===== src/rtl/ccr_pkg.sv =====
// Shared constants for the condition-code register and its shadow stack.
package ccr_pkg;

   localparam int unsigned CCR_CARRY  = 0;
   localparam int unsigned CCR_ZERO   = 1;
   localparam int unsigned CCR_SIGN   = 2;
   localparam int unsigned CCR_OVF    = 3;

   localparam int unsigned NFLAGS_DEF = 4;
   localparam int unsigned DEPTH_DEF  = 4;

endpackage


===== src/rtl/ccr_shadow_stack.sv =====
// LIFO of saved ccr snapshots; simultaneous push and pop, push-when-full and
// pop-when-empty leave storage and level untouched.
module ccr_shadow_stack
   import ccr_pkg::*;
#(
   parameter int unsigned WIDTH = NFLAGS_DEF,
   parameter int unsigned DEPTH = DEPTH_DEF
) (
   input  logic                         clk,
   input  logic                         rst_n,
   input  logic                         push,
   input  logic                         pop,
   input  logic [WIDTH-1:0]             din,
   output logic [WIDTH-1:0]             dout,
   output logic [$clog2(DEPTH+1)-1:0]   level,
   output logic                         full,
   output logic                         empty
);

   localparam int unsigned LW = $clog2(DEPTH+1);

   logic [WIDTH-1:0] mem [DEPTH];
   logic             do_push;
   logic             do_pop;

   assign full    = (level == LW'(DEPTH));
   assign empty   = (level == '0);
   assign do_push = push & ~pop & ~full;
   assign do_pop  = pop & ~push & ~empty;

   always_ff @(posedge clk) begin
      if (!rst_n) begin
         level <= '0;
      end else if (do_push) begin
         level <= level + LW'(1);
      end else if (do_pop) begin
         level <= level - LW'(1);
      end
   end

   // Entry written at the current level; contents survive reset on purpose.
   always_ff @(posedge clk) begin
      for (int i = 0; i < int'(DEPTH); i++) begin
         if (rst_n && do_push && (level == LW'(i))) begin
            mem[i] <= din;
         end
      end
   end

   always_comb begin
      dout = '0;
      for (int i = 0; i < int'(DEPTH); i++) begin
         if (level == LW'(i + 1)) begin
            dout = mem[i];
         end
      end
   end

endmodule


===== src/rtl/ccr_stack_unit.sv =====
// Condition-code register with masked load, shadow-stack save/restore,
// sticky stack error flags and a selectable condition test.
module ccr_stack_unit
   import ccr_pkg::*;
#(
   parameter int unsigned NFLAGS = NFLAGS_DEF,
   parameter int unsigned DEPTH  = DEPTH_DEF
) (
   input  logic                          clk,
   input  logic                          rst_n,
   input  logic                          ld,
   input  logic [NFLAGS-1:0]             flag_we,
   input  logic [NFLAGS-1:0]             flags_in,
   input  logic                          push,
   input  logic                          pop,
   input  logic                          err_clr,
   input  logic [$clog2(NFLAGS)-1:0]     cond_idx,
   input  logic                          cond_neg,
   output logic [NFLAGS-1:0]             ccr,
   output logic                          cond_true,
   output logic                          led_ld,
   output logic [$clog2(DEPTH+1)-1:0]    level,
   output logic                          full,
   output logic                          empty,
   output logic                          ovf_err,
   output logic                          unf_err
);

   logic [NFLAGS-1:0] stack_top;
   logic [NFLAGS-1:0] base;
   logic [NFLAGS-1:0] we_eff;
   logic [NFLAGS-1:0] ccr_nxt;
   logic [NFLAGS-1:0] cond_sel;
   logic              pop_ok;
   logic              ovf_set;
   logic              unf_set;

   ccr_shadow_stack #(
      .WIDTH (NFLAGS),
      .DEPTH (DEPTH)
   ) u_stack (
      .clk   (clk),
      .rst_n (rst_n),
      .push  (push),
      .pop   (pop),
      .din   (ccr),
      .dout  (stack_top),
      .level (level),
      .full  (full),
      .empty (empty)
   );

   // Restored context forms the base; ld then overrides the masked bits.
   assign pop_ok  = pop & ~push & ~empty;
   assign base    = pop_ok ? stack_top : ccr;
   assign we_eff  = flag_we & {NFLAGS{ld}};
   assign ccr_nxt = (base & ~we_eff) | (flags_in & we_eff);

   assign ovf_set = push & (full | pop);
   assign unf_set = pop & (empty | push);

   always_ff @(posedge clk) begin
      if (!rst_n) begin
         ccr     <= '0;
         ovf_err <= 1'b0;
         unf_err <= 1'b0;
      end else begin
         ccr     <= ccr_nxt;
         ovf_err <= ovf_set | (ovf_err & ~err_clr);
         unf_err <= unf_set | (unf_err & ~err_clr);
      end
   end

   // Out-of-range indices shift the select bit away, so the test reads 0.
   assign cond_sel  = NFLAGS'(1) << cond_idx;
   assign cond_true = (|(ccr & cond_sel)) ^ cond_neg;
   assign led_ld    = ld;

endmodule


===== config.mk =====
export PLATFORM = sky130hd
export DESIGN_NAME = ccr_stack_unit
export DESIGN_NICKNAME = d
export VERILOG_FILES = /design/src/rtl/ccr_pkg.sv /design/src/rtl/ccr_shadow_stack.sv /design/src/rtl/ccr_stack_unit.sv
export SDC_FILE = /design/constraint.sdc
export NUM_CORES = 1
export LEC_CHECK = 0
export CORE_ASPECT_RATIO = 0.6
export CORE_UTILIZATION = 45
export DETAILED_ROUTE_END_ITERATION = 12
export PLACE_DENSITY_LB_ADDON = 0.2
export SLEW_MARGIN = 20
export SYNTH_ARGS = -nofsm -noshare
export SYNTH_HDL_FRONTEND = slang
export SYNTH_SLANG_ARGS = --single-unit

===== constraint.sdc =====
create_clock -name clk -period 2.4 [get_ports clk]
set_input_delay 0.24 -clock clk [delete_from_list [all_inputs] [get_ports clk]]
set_output_delay 0.24 -clock clk [all_outputs]
set_load 0.03 [all_outputs]

# --- Yosys cells after proc, flatten, opt, wreduce, memory -nomap -nowiden ---
# Memories as Yosys holds them, arrays and structs flattened.
# Cells that the tools add are included.
word_totals:
  register_bits: 9
  latch_bits: 0
  ram_bits: 16
  rom_bits: 0
  inputBits: 17
  output_inout_bits: 13
  n_memories: 1
op_classes:
  addsub: 2
  multipliers: 0
  div: 0
  magnitude_cmp: 0
  eq_ne: 4
  shift: 1
  muxes: 24
  bitwise_logic: 24
  n_reduce_logical: 11
mem_list:
  columns: ["name", "words", "width", "read_ports", "rd_clocked_by_memory_dff", "wr", "line_no", "rtl"]
  rows:
  - ["u_stack.mem", 4, 4, 4, 0, 1, "ccr_shadow_stack.sv:22", "logic [WIDTH-1:0] mem [DEPTH];"]
ops:
  columns: ["op", "count"]
  rows:
  - ["4-bit two-way mux", 8]
  - ["4-bit bitwise AND", 4]
  - ["4-bit OR reduction", 4]
  - ["1-bit two-way mux", 11]
  - ["1-bit bitwise AND", 8]
  - ["3-bit by 2-bit equality test with 1-bit output, second input constant", 2]
  - ["2-bit two-way mux", 3]
  - ["3-bit two-way mux", 2]
  - ["1-bit logical AND", 5]
  - ["1-bit inverter", 5]
  - ["4-bit inverter", 1]
  - ["1-bit OR", 4]
  - ["4-bit OR", 1]
  - ["1-bit by 2-bit left shift with 4-bit output, first input constant", 1]
  - ["3-bit by 1-bit adder with 3-bit output, second input constant", 1]
  - ["3-bit by 1-bit equality test with 1-bit output, second input constant", 1]
  - ["3-bit equality test, second input constant", 1]
  - ["3-bit logical NOT", 1]
  - ["3-bit by 1-bit subtractor with 3-bit output, second input constant", 1]
  - ["2-bit nonzero test", 1]
  - ["1-bit bitwise XOR", 1]

# --- Longest topological paths before layout ---
# Gate-level depths: netlist of run 1.
logic_depth:
  ltp_word: 11
  mapped_depth: 8

# --- Cells and area by module ---
# Synthesis of run 1 repeated with hierarchy kept, for this count alone.
hier_totals:
  cells_unflattened: 116
  hier_area_um2: 1328.8
modules_own_cells:
  columns: ["mod", "instances", "cells_each", "area_per_inst_um2"]
  rows:
  - ["ccr_shadow_stack", 1, 84, 1018.5]
  - ["ccr_stack_unit", 1, 32, 310.3]

# --- Least setup slack after synthesis of run 1 ---
# Ideal clock, no wire load.
synth_timing:
  path_kind: "register -> register"
  startpoint: "register u_stack.level[2]"
  endpoint: "register with a tool-made name"
  setup_time_ps: 74
  t_arrival_ps: 2220
  slack_ps: 106
  stages_incl_launch_ff: 9
  synth_period_minus_slack_ps: 2294
  path_cell_list: "dfxtp_1 buf_6 clkbuf_1 inv_1 ha_1 nor3b_1 a221oi_1 a221o_1 a31oi_1"
synth_rtl:
  columns: ["item", "line_no", "rtl"]
  rows:
  - ["from (decl)", "ccr_shadow_stack.sv:15", "output logic [$clog2(DEPTH+1)-1:0] level,"]
  - ["from (signal assigned)", "ccr_shadow_stack.sv:35", "level <= level + LW'(1);"]
  - ["from (signal assigned)", "ccr_shadow_stack.sv:37", "level <= level - LW'(1);"]

# --- Worst setup path after layout of run 1 ---
layout_timing:
  startpoint: "input cond_idx[0]"
  endpoint: "output cond_true"
layout_between:
  elab_chain_len: 4
layout_lines:
  columns: ["item", "line_no", "rtl"]
  rows:
  - ["from (decl)", "ccr_stack_unit.sv:17", "input logic [$clog2(NFLAGS)-1:0] cond_idx,"]
  - ["1-bit by 2-bit left shift with 4-bit output", "ccr_stack_unit.sv:75", "assign cond_sel = NFLAGS'(1) << cond_idx;"]
  - ["4-bit bitwise AND", "ccr_stack_unit.sv:76", "assign cond_true = (|(ccr & cond_sel)) ^ cond_neg;"]
  - ["4-bit OR reduction", "ccr_stack_unit.sv:76", null]
  - ["1-bit bitwise XOR", "ccr_stack_unit.sv:76", null]
  - ["to (decl)", "ccr_stack_unit.sv:20", "output logic cond_true,"]
# No other way between the ends.

==> flow_metrics.tcl, run 1 <==
set metrics [dict create \
    syn_area_sq_um 1290 \
    slew_headroom_pct 68.3 \
    cts_root_buffer "clkbuf_8" \
    n_antenna_cell 0 \
    path_cells "clkdlybuf4s50_1, mux4_2, xor2_1, clkdlybuf4s50_1" \
    cts_tree "built" \
    cp-end-kind "output port" \
    finClkSkew_ps 4.22 \
    coreArea_sq_um 2610 \
    critical_path.top_delay_family "buffers and inverters" \
    synth_edf_count 16 \
    synth_most_common_cell "nand2_1" \
    reg2reg_depth 6 \
    r2r-start "u_stack.level[1]$_SDFFE_PN0P_" \
    synth_nets 142 \
    grt_max_degree 19 \
    die_h_microns 43.5 \
    ys_types 31 \
    first_iter_violations 113 \
    violations "DRC" \
    synth.avg_cell_area_sq_um 10.8 \
    status "complete, but fails checks" \
    leakage_nw 0.577 \
    slowest_delay_ps 680 \
    max-cap-violations 0 \
    setup_viol 0 \
    tightestPinTransition_ps 475 \
    grt-ovfl-total 0 \
    wire_per_inst_microns 15.0 \
    fin_cells 182 \
    seq_area_frac_synth_pct 51.2 \
    insertion_delay_ps 270 \
    rsz0062_at_grt "false" \
    synth_commonest_cells "nand2_1, edfxtp_1, dfxtp_1" \
    synth.area.top_cells "edfxtp_1, dfxtp_1, ha_1" \
    area_growth_pct 29.9 \
    powerDensity_nw_per_um2 842 \
    synth_top_area_share_pct 37.2 \
    cp.depth 4 \
    hold_depth 2 \
    cp.arrival_ps 2050 \
    clock_tree.buffer_depth 2 \
    postPlaceCellArea_sq_um 1620 \
    min_from "unf_err$_SDFF_PN0_" \
    first_global_vias 964 \
    synth_cells 119 \
    r2r_slack_ps 280 \
    antenna_found_initial 0 \
    worstSetupStartpointType "input port" \
    grt_pass1_wl_mm 4.71 \
    place_ws_ps 100 \
    cts_sinks 25 \
    rows 14 \
    io_pins 30 \
    post_cts_buffers 0 \
    yosys.area.top_type "edfxtp_1" \
    drc 2 \
    cts_hold_buf 0 \
    hpwlAfterDp_mm 2.04 \
    crit_slowest_cell "clkdlybuf4s50_1" \
    finalHoldViolCount 0 \
    synth_async_sr_flop_share_pct 0 \
    power.total_mw 1.41 \
    numCtsBuffers 3 \
    h-tree-depth 1 \
    start_util_pct 49.4 \
    finalMaxSlewViolations 0 \
    fmax_mhz 438 \
    ys_ff_latch 25 \
    place_inst 178 \
    critPathBufInv 2 \
    gp_congestion 0.831 \
    die_w_microns 71.1 \
    crit_required_ps 2160 \
    clkTransAtPathRegs_ps 90 \
    wirelength_mm 2.73 \
    ir_drop_v 0.000345 \
    synth-main-ff-cell "edfxtp_1" \
    final_layout_size_suffix_gt1_share_pct 8.67 \
    post_cts_resized 0 \
    viasPerCell 5.52 \
    layout_setup_ws_ps 115 \
    worst-path-max-fanout 1 \
    cpMostUsedCell "clkdlybuf4s50_1" \
    grtUsageTotal_pct 20.3 \
    yosysWarnings 0 \
    numPortBuffers 29 \
    hold_end "unf_err$_SDFF_PN0_" \
    fin_setup_tns_ps 0 \
    crit_type "in2out" \
    postRouteAntennaNets 0 \
    period_minus_slack_ps 2290 \
    drt_pass1_iterations 8 \
    design_area_sq_um 1680 \
    nNetsFinal 174 \
    finalCritPeriodShare_pct 95.2 \
    hold_path_class "reg2reg" \
    die_area_sq_um 3090 \
    vias 1004 \
]
-- power breakdown --
group / switching, mW / internal [mW] / leakage, nW
registers: 0.0364 / 0.501 / 0.222
logic: 0.353 / 0.271 / 0.334
clock network: 0.132 / 0.118 / 0.0217
-- cell type report --
class                   instances  area [sq um]
clock inverters                 1          7.51
well taps                      32          40.0
multi-input cells              81           572
fillers                       216           935
clock buffers                   3          41.3
flip-flops and latches         25           661
repair buffers                 35           335
inverters                       5          18.8
-- per-layer routing --
layer	vias to the layer above	share of wire, %	GRT usage, %	routed length (microns)
met5	-	0	0	0
met4	0	0.88	6.40	24
met3	4	8.8	8.14	239
met2	38	39	27.7	1070
met1	459	51	29.6	1400
li1	503	-	-	-
-- stage by stage --
step / util, % / hold slack (ps)
3_3_place_gp: 62.2 / 473
5_1_grt: 64.2 / 526
4_1_cts: 64.1 / 505
3_5_place_dp: 62.2 / 484
2_1_floorplan: - / 400
6_report: 64.2 / 493
-- cells by family after synthesis --
kind of cell               after synthesis  share of synthesized area (%)
adders and majority gates                6                           5.82
AOI/OAI and AO/OA                       30                           16.7
muxes                                    1                           1.75
buffers and inverters                   13                           4.66
DFF                                     25                           51.2
xor gates and xnor gates                 4                           2.72
and+or+nand+nor                         40                           17.2
-- tightest hold or removal path, stage by stage (launching register included) --
cell	delay, ps
dfxtp_1	320
nand2b_1	60
a21boi_0	70
-- worst max path at each step --
stage	startpoint	end	slack, ps
after detailed placement	cond_idx[0]	cond_true	100
after floorplan	u_stack.level[2]$_SDFFE_PN0P_	flip-flop	110
after global routing	u_stack.level[1]$_SDFFE_PN0P_	empty	20
after global placement	cond_idx[0]	cond_true	100
after CTS	u_stack.level[1]$_SDFFE_PN0P_	empty	40
final	cond_idx[0]	cond_true	110
-- cells in the final DEF, fill, tap and decap left out, types with 2 or more instances in the layout --
cell / count
a21boi_0: 2
a21oi_1: 2
a221o_1: 4
a221oi_1: 6
a31oi_1: 5
and2_1: 2
buf_4: 6
clkbuf_8: 3
clkdlybuf4s50_1: 29
dfxtp_1: 9
edfxtp_1: 16
ha_1: 5
inv_1: 5
nand2_1: 18
nand2b_1: 5
nand3_1: 2
nor2b_1: 2
nor3b_1: 6
o21ai_0: 7
xnor2_1: 2
xor2_1: 2
Power figures use the tool's default switching activity.
==> inputs of run 2 (changes only) <==
Settings changed: CORE_UTILIZATION 45 to 34, SLEW_MARGIN 20 to default.
==> flow_metrics.tcl, run 2 (same netlist as run 1, synthesis figures left out) <==
set metrics [dict create \
    status "finished, final reports clean" \
    cts_sinks 25 \
    finalMaxSlewViolations 0 \
    die_area_sq_um 4050 \
    finalHoldViolCount 0 \
    setup_viol 0 \
    cts_root_buffer "clkbuf_8" \
    vias 1015 \
    worstSetupStartpointType "input port" \
    insertion_delay_ps 270 \
    numCtsBuffers 3 \
    fmax_mhz 437 \
    rsz0062_at_grt "false" \
    place_ws_ps 92.6 \
    die_h_microns 49.7 \
    ir_drop_v 0.000299 \
    gp_congestion 0.805 \
    rows 16 \
    crit_required_ps 2160 \
    wire_per_inst_microns 15.2 \
    max-cap-violations 0 \
    numPortBuffers 29 \
    post_cts_buffers 0 \
    finalCritPeriodShare_pct 95.3 \
    area_growth_pct 30.5 \
    die_w_microns 81.5 \
    powerDensity_nw_per_um2 839 \
    n_antenna_cell 0 \
    crit_slowest_cell "clkdlybuf4s50_1" \
    wirelength_mm 2.94 \
    hpwlAfterDp_mm 2.24 \
    grt_max_degree 19 \
    first_iter_violations 47 \
    clkTransAtPathRegs_ps 90 \
    cts_tree "built" \
    final_layout_size_suffix_gt1_share_pct 7.38 \
    grtUsageTotal_pct 16.7 \
    hold_path_class "reg2reg" \
    cpMostUsedCell "clkdlybuf4s50_1" \
    cp-end-kind "output port" \
    grt-ovfl-total 0 \
    nNetsFinal 173 \
    n_fill_cell 318 \
    postRouteAntennaNets 0 \
    drt_pass1_iterations 4 \
    io_pins 30 \
    tightestPinTransition_ps 569 \
    final_common_cell "clkdlybuf4s50_1" \
    slowest_delay_ps 680 \
    coreArea_sq_um 3440 \
    first_global_vias 956 \
    start_util_pct 37.5 \
    grt_pass1_wl_mm 4.95 \
    critical_path.top_delay_family "buffers and inverters" \
    antenna_found_initial 0 \
    path_cells "clkdlybuf4s50_1, mux4_2, xor2_1, clkdlybuf4s50_1" \
    crit_type "in2out" \
    fin_setup_tns_ps 0 \
    design_area_sq_um 1680 \
    critPathBufInv 2 \
    leakage_nw 0.585 \
    drc 0 \
    layout_setup_ws_ps 112 \
    slew_headroom_pct 62.0 \
    layout_common_cells "clkdlybuf4s50_1, nand2_1, edfxtp_1, dfxtp_1, o21ai_0" \
    viasPerCell 5.23 \
    h-tree-depth 1 \
    period_minus_slack_ps 2290 \
    postPlaceCellArea_sq_um 1630 \
    worst-path-max-fanout 1 \
    clock_tree.buffer_depth 2 \
    finClkSkew_ps 6.09 \
    cp.arrival_ps 2050 \
]
run 2: final timing paths:
check	from	end	slack, ps	cells past startpoint
max	cond_idx[0]	cond_true	110	4
min	ovf_err$_SDFF_PN0_	ovf_err$_SDFF_PN0_	490	2
max reg2reg	u_stack.level[1]$_SDFFE_PN0P_	flip-flop	170	6
min reg2reg	ovf_err$_SDFF_PN0_	ovf_err$_SDFF_PN0_	490	2
run 2: repair_timing:
item	CTS	global route
gates resized for setup	1	1
gates cloned	0	0
hold buffers	0	0
endpoints found under the setup margin	1	1
run 2: stage by stage:
stage / instances / hold WS [ps] / util [%] / power, mW
floorplan: 119 / 400 / - / 0.952
global placement: 190 / 470 / 47.4 / 1.16
detailed placement: 190 / 475 / 47.4 / 1.17
CTS: 194 / 493 / 48.8 / 1.42
global route: 194 / 534 / 48.9 / 1.51
finish: 194 / 488 / 48.9 / 1.41
run 2: metal layers:
metal / GRT usage [%] / up-vias / part of all wire (%)
li1: - / 501 / -
met4: 3.57 / 0 / 0.78
met5: 0 / - / 0
met3: 4.07 / 2 / 6.3
met1: 25.3 / 480 / 52
met2: 23.8 / 32 / 40
run 2: power breakdown:
group          leakage, nW  switching, mW  internal [mW]
logic                0.341          0.355          0.262
clock network       0.0217          0.137          0.118
registers            0.222         0.0399          0.501
total                0.585          0.532          0.881
run 2: area by class of cell:
class | instances | area (sq um) | share of cell area [%]
multi-input cells | 81 | 569 | 33.8
inverters | 5 | 18.8 | 1.12
clock inverters | 1 | 7.51 | 0.446
clock buffers | 3 | 41.3 | 2.45
repair buffers | 34 | 329 | 19.6
flip-flops and latches | 25 | 661 | 39.3
well taps | 45 | 56.3 | 3.35
run 2: worst register-to-register path: stages (launching register included):
cell,delay (ps)
dfxtp_1,390
ha_1,210
ha_1,280
nor3b_1,520
a221oi_1,210
a221o_1,390
a31oi_1,160
==> inputs of run 3 (changes only) <==
Settings changed: CELL_PAD_IN_SITES_DETAIL_PLACEMENT from default to 1, CELL_PAD_IN_SITES_GLOBAL_PLACEMENT from default to 1, CTS_CLUSTER_SIZE from default to 10.
==> flow_metrics.tcl, run 3 (same netlist as run 1, synthesis figures left out) <==
set metrics [dict create \
    status "finished, final reports clean" \
    final_layout_size_suffix_gt1_share_pct 9.21 \
    tightestPinTransition_ps 506 \
    nNetsFinal 176 \
    hold_path_class "reg2reg" \
    drt_pass1_iterations 4 \
    finalMaxSlewViolations 0 \
    cp.arrival_ps 2060 \
    crit_required_ps 2160 \
    antenna_found_initial 0 \
    start_util_pct 37.5 \
    io_pins 30 \
    viasPerCell 5.39 \
    slew_headroom_pct 66.2 \
    powerDensity_nw_per_um2 841 \
    route.layer.met1.wl_mm 1.77 \
    fin_setup_tns_ps 0 \
    die_w_microns 81.5 \
    ir_drop_v 0.000429 \
    wirelength_mm 3.41 \
    finalHoldViolCount 0 \
    leakage_nw 0.593 \
    grtUsageTotal_pct 19.1 \
    gp_congestion 0.767 \
    n_antenna_cell 0 \
    worstSetupStartpointType "input port" \
    place_inst 193 \
    postRouteAntennaNets 0 \
    layout_common_cells "clkdlybuf4s50_1, nand2_1, edfxtp_1, dfxtp_1, buf_4" \
    numCtsBuffers 3 \
    finClkSkew_ps 1.10 \
    clkTransAtPathRegs_ps 80 \
    vias 1061 \
    first_global_vias 1029 \
    slowest_delay_ps 690 \
    cts_sinks 25 \
    die_h_microns 49.7 \
    area_growth_pct 31.9 \
    h-tree-depth 1 \
    fin_cells 197 \
    path_cells "clkdlybuf4s50_1, mux4_2, xor2_1, clkdlybuf4s50_1" \
    cts_tree "built" \
    grt_pass1_wl_mm 5.40 \
    cp-end-kind "output port" \
    first_iter_violations 58 \
    wire_per_inst_microns 17.3 \
    rows 16 \
    rsz0062_at_grt "false" \
    insertion_delay_ps 270 \
    drc 0 \
    power.total_mw 1.43 \
    setup_viol 0 \
    worst-path-max-fanout 1 \
    clock_tree.buffer_depth 2 \
    coreArea_sq_um 3440 \
    layout_setup_ws_ps 97.4 \
    grt_max_degree 19 \
    cts_root_buffer "clkbuf_8" \
    max-cap-violations 0 \
    hpwlAfterDp_mm 2.61 \
    fmax_mhz 434 \
    route.met3.wl_microns 166 \
    finalCritPeriodShare_pct 95.9 \
    crit_slowest_cell "clkdlybuf4s50_1" \
    dr_wl_met2_mm 1.42 \
    grt-ovfl-total 0 \
    die_area_sq_um 4050 \
    period_minus_slack_ps 2300 \
    cpMostUsedCell "clkdlybuf4s50_1" \
    place_ws_ps 94.4 \
    post_cts_buffers 0 \
    numPortBuffers 29 \
    crit_type "in2out" \
    final_common_cell "clkdlybuf4s50_1" \
    top_layer "met4" \
]
-- run 3: power breakdown --
| part | switching, mW | leakage (nW) | total, mW | internal [mW] |
|---|---|---|---|---|
| registers | 0.0319 | 0.222 | 0.533 | 0.501 |
| clock network | 0.131 | 0.0228 | 0.249 | 0.119 |
| logic | 0.379 | 0.348 | 0.650 | 0.270 |
-- run 3: critical path: cells and delay by family --
kind | cells | cell delay (ps)
XOR/XNOR | 1 | 140
buffers and inverters | 2 | 1170
multiplexers | 1 | 510
-- run 3: worst paths after layout --
kind / cells past startpoint / from / end / slack, ps
max reg2reg: 6 / u_stack.level[1]$_SDFFE_PN0P_ / flip-flop / 180
min reg2reg: 2 / unf_err$_SDFF_PN0_ / unf_err$_SDFF_PN0_ / 480
min: 2 / unf_err$_SDFF_PN0_ / unf_err$_SDFF_PN0_ / 480
max: 4 / cond_idx[0] / cond_true / 100
-- run 3: timing repair --
action / 4_1_cts / 5_1_grt
hold buffers: 0 / 0
gates resized for setup: 2 / 0
endpoints found under the setup margin: 1 / 0
-- run 3: per-stage QoR --
step           hold slack (ps)  instance area, sq um  util (%)
2_1_floorplan              400                  1290         -
3_3_place_gp               467                  1660      48.1
3_5_place_dp               471                  1660      48.1
4_1_cts                    485                  1700      49.4
5_1_grt                    515                  1700      49.4
6_report                   480                  1700      49.4
-- run 3: area by class of cell --
| cell class | count | area [sq um] |
|---|---|---|
| flip-flops and latches | 25 | 661 |
| fillers | 380 | 1740 |
| multi-input cells | 81 | 572 |
| inverters | 5 | 18.8 |
| clock buffers | 4 | 45.0 |
| repair buffers | 37 | 349 |
| well taps | 45 | 56.3 |
-- run 3: metal layers --
layer,track usage (%),vias to the layer above
met4,8.04,0
met1,27.8,517
li1,-,503
met3,4.44,4
met2,26.7,37
met5,0,-
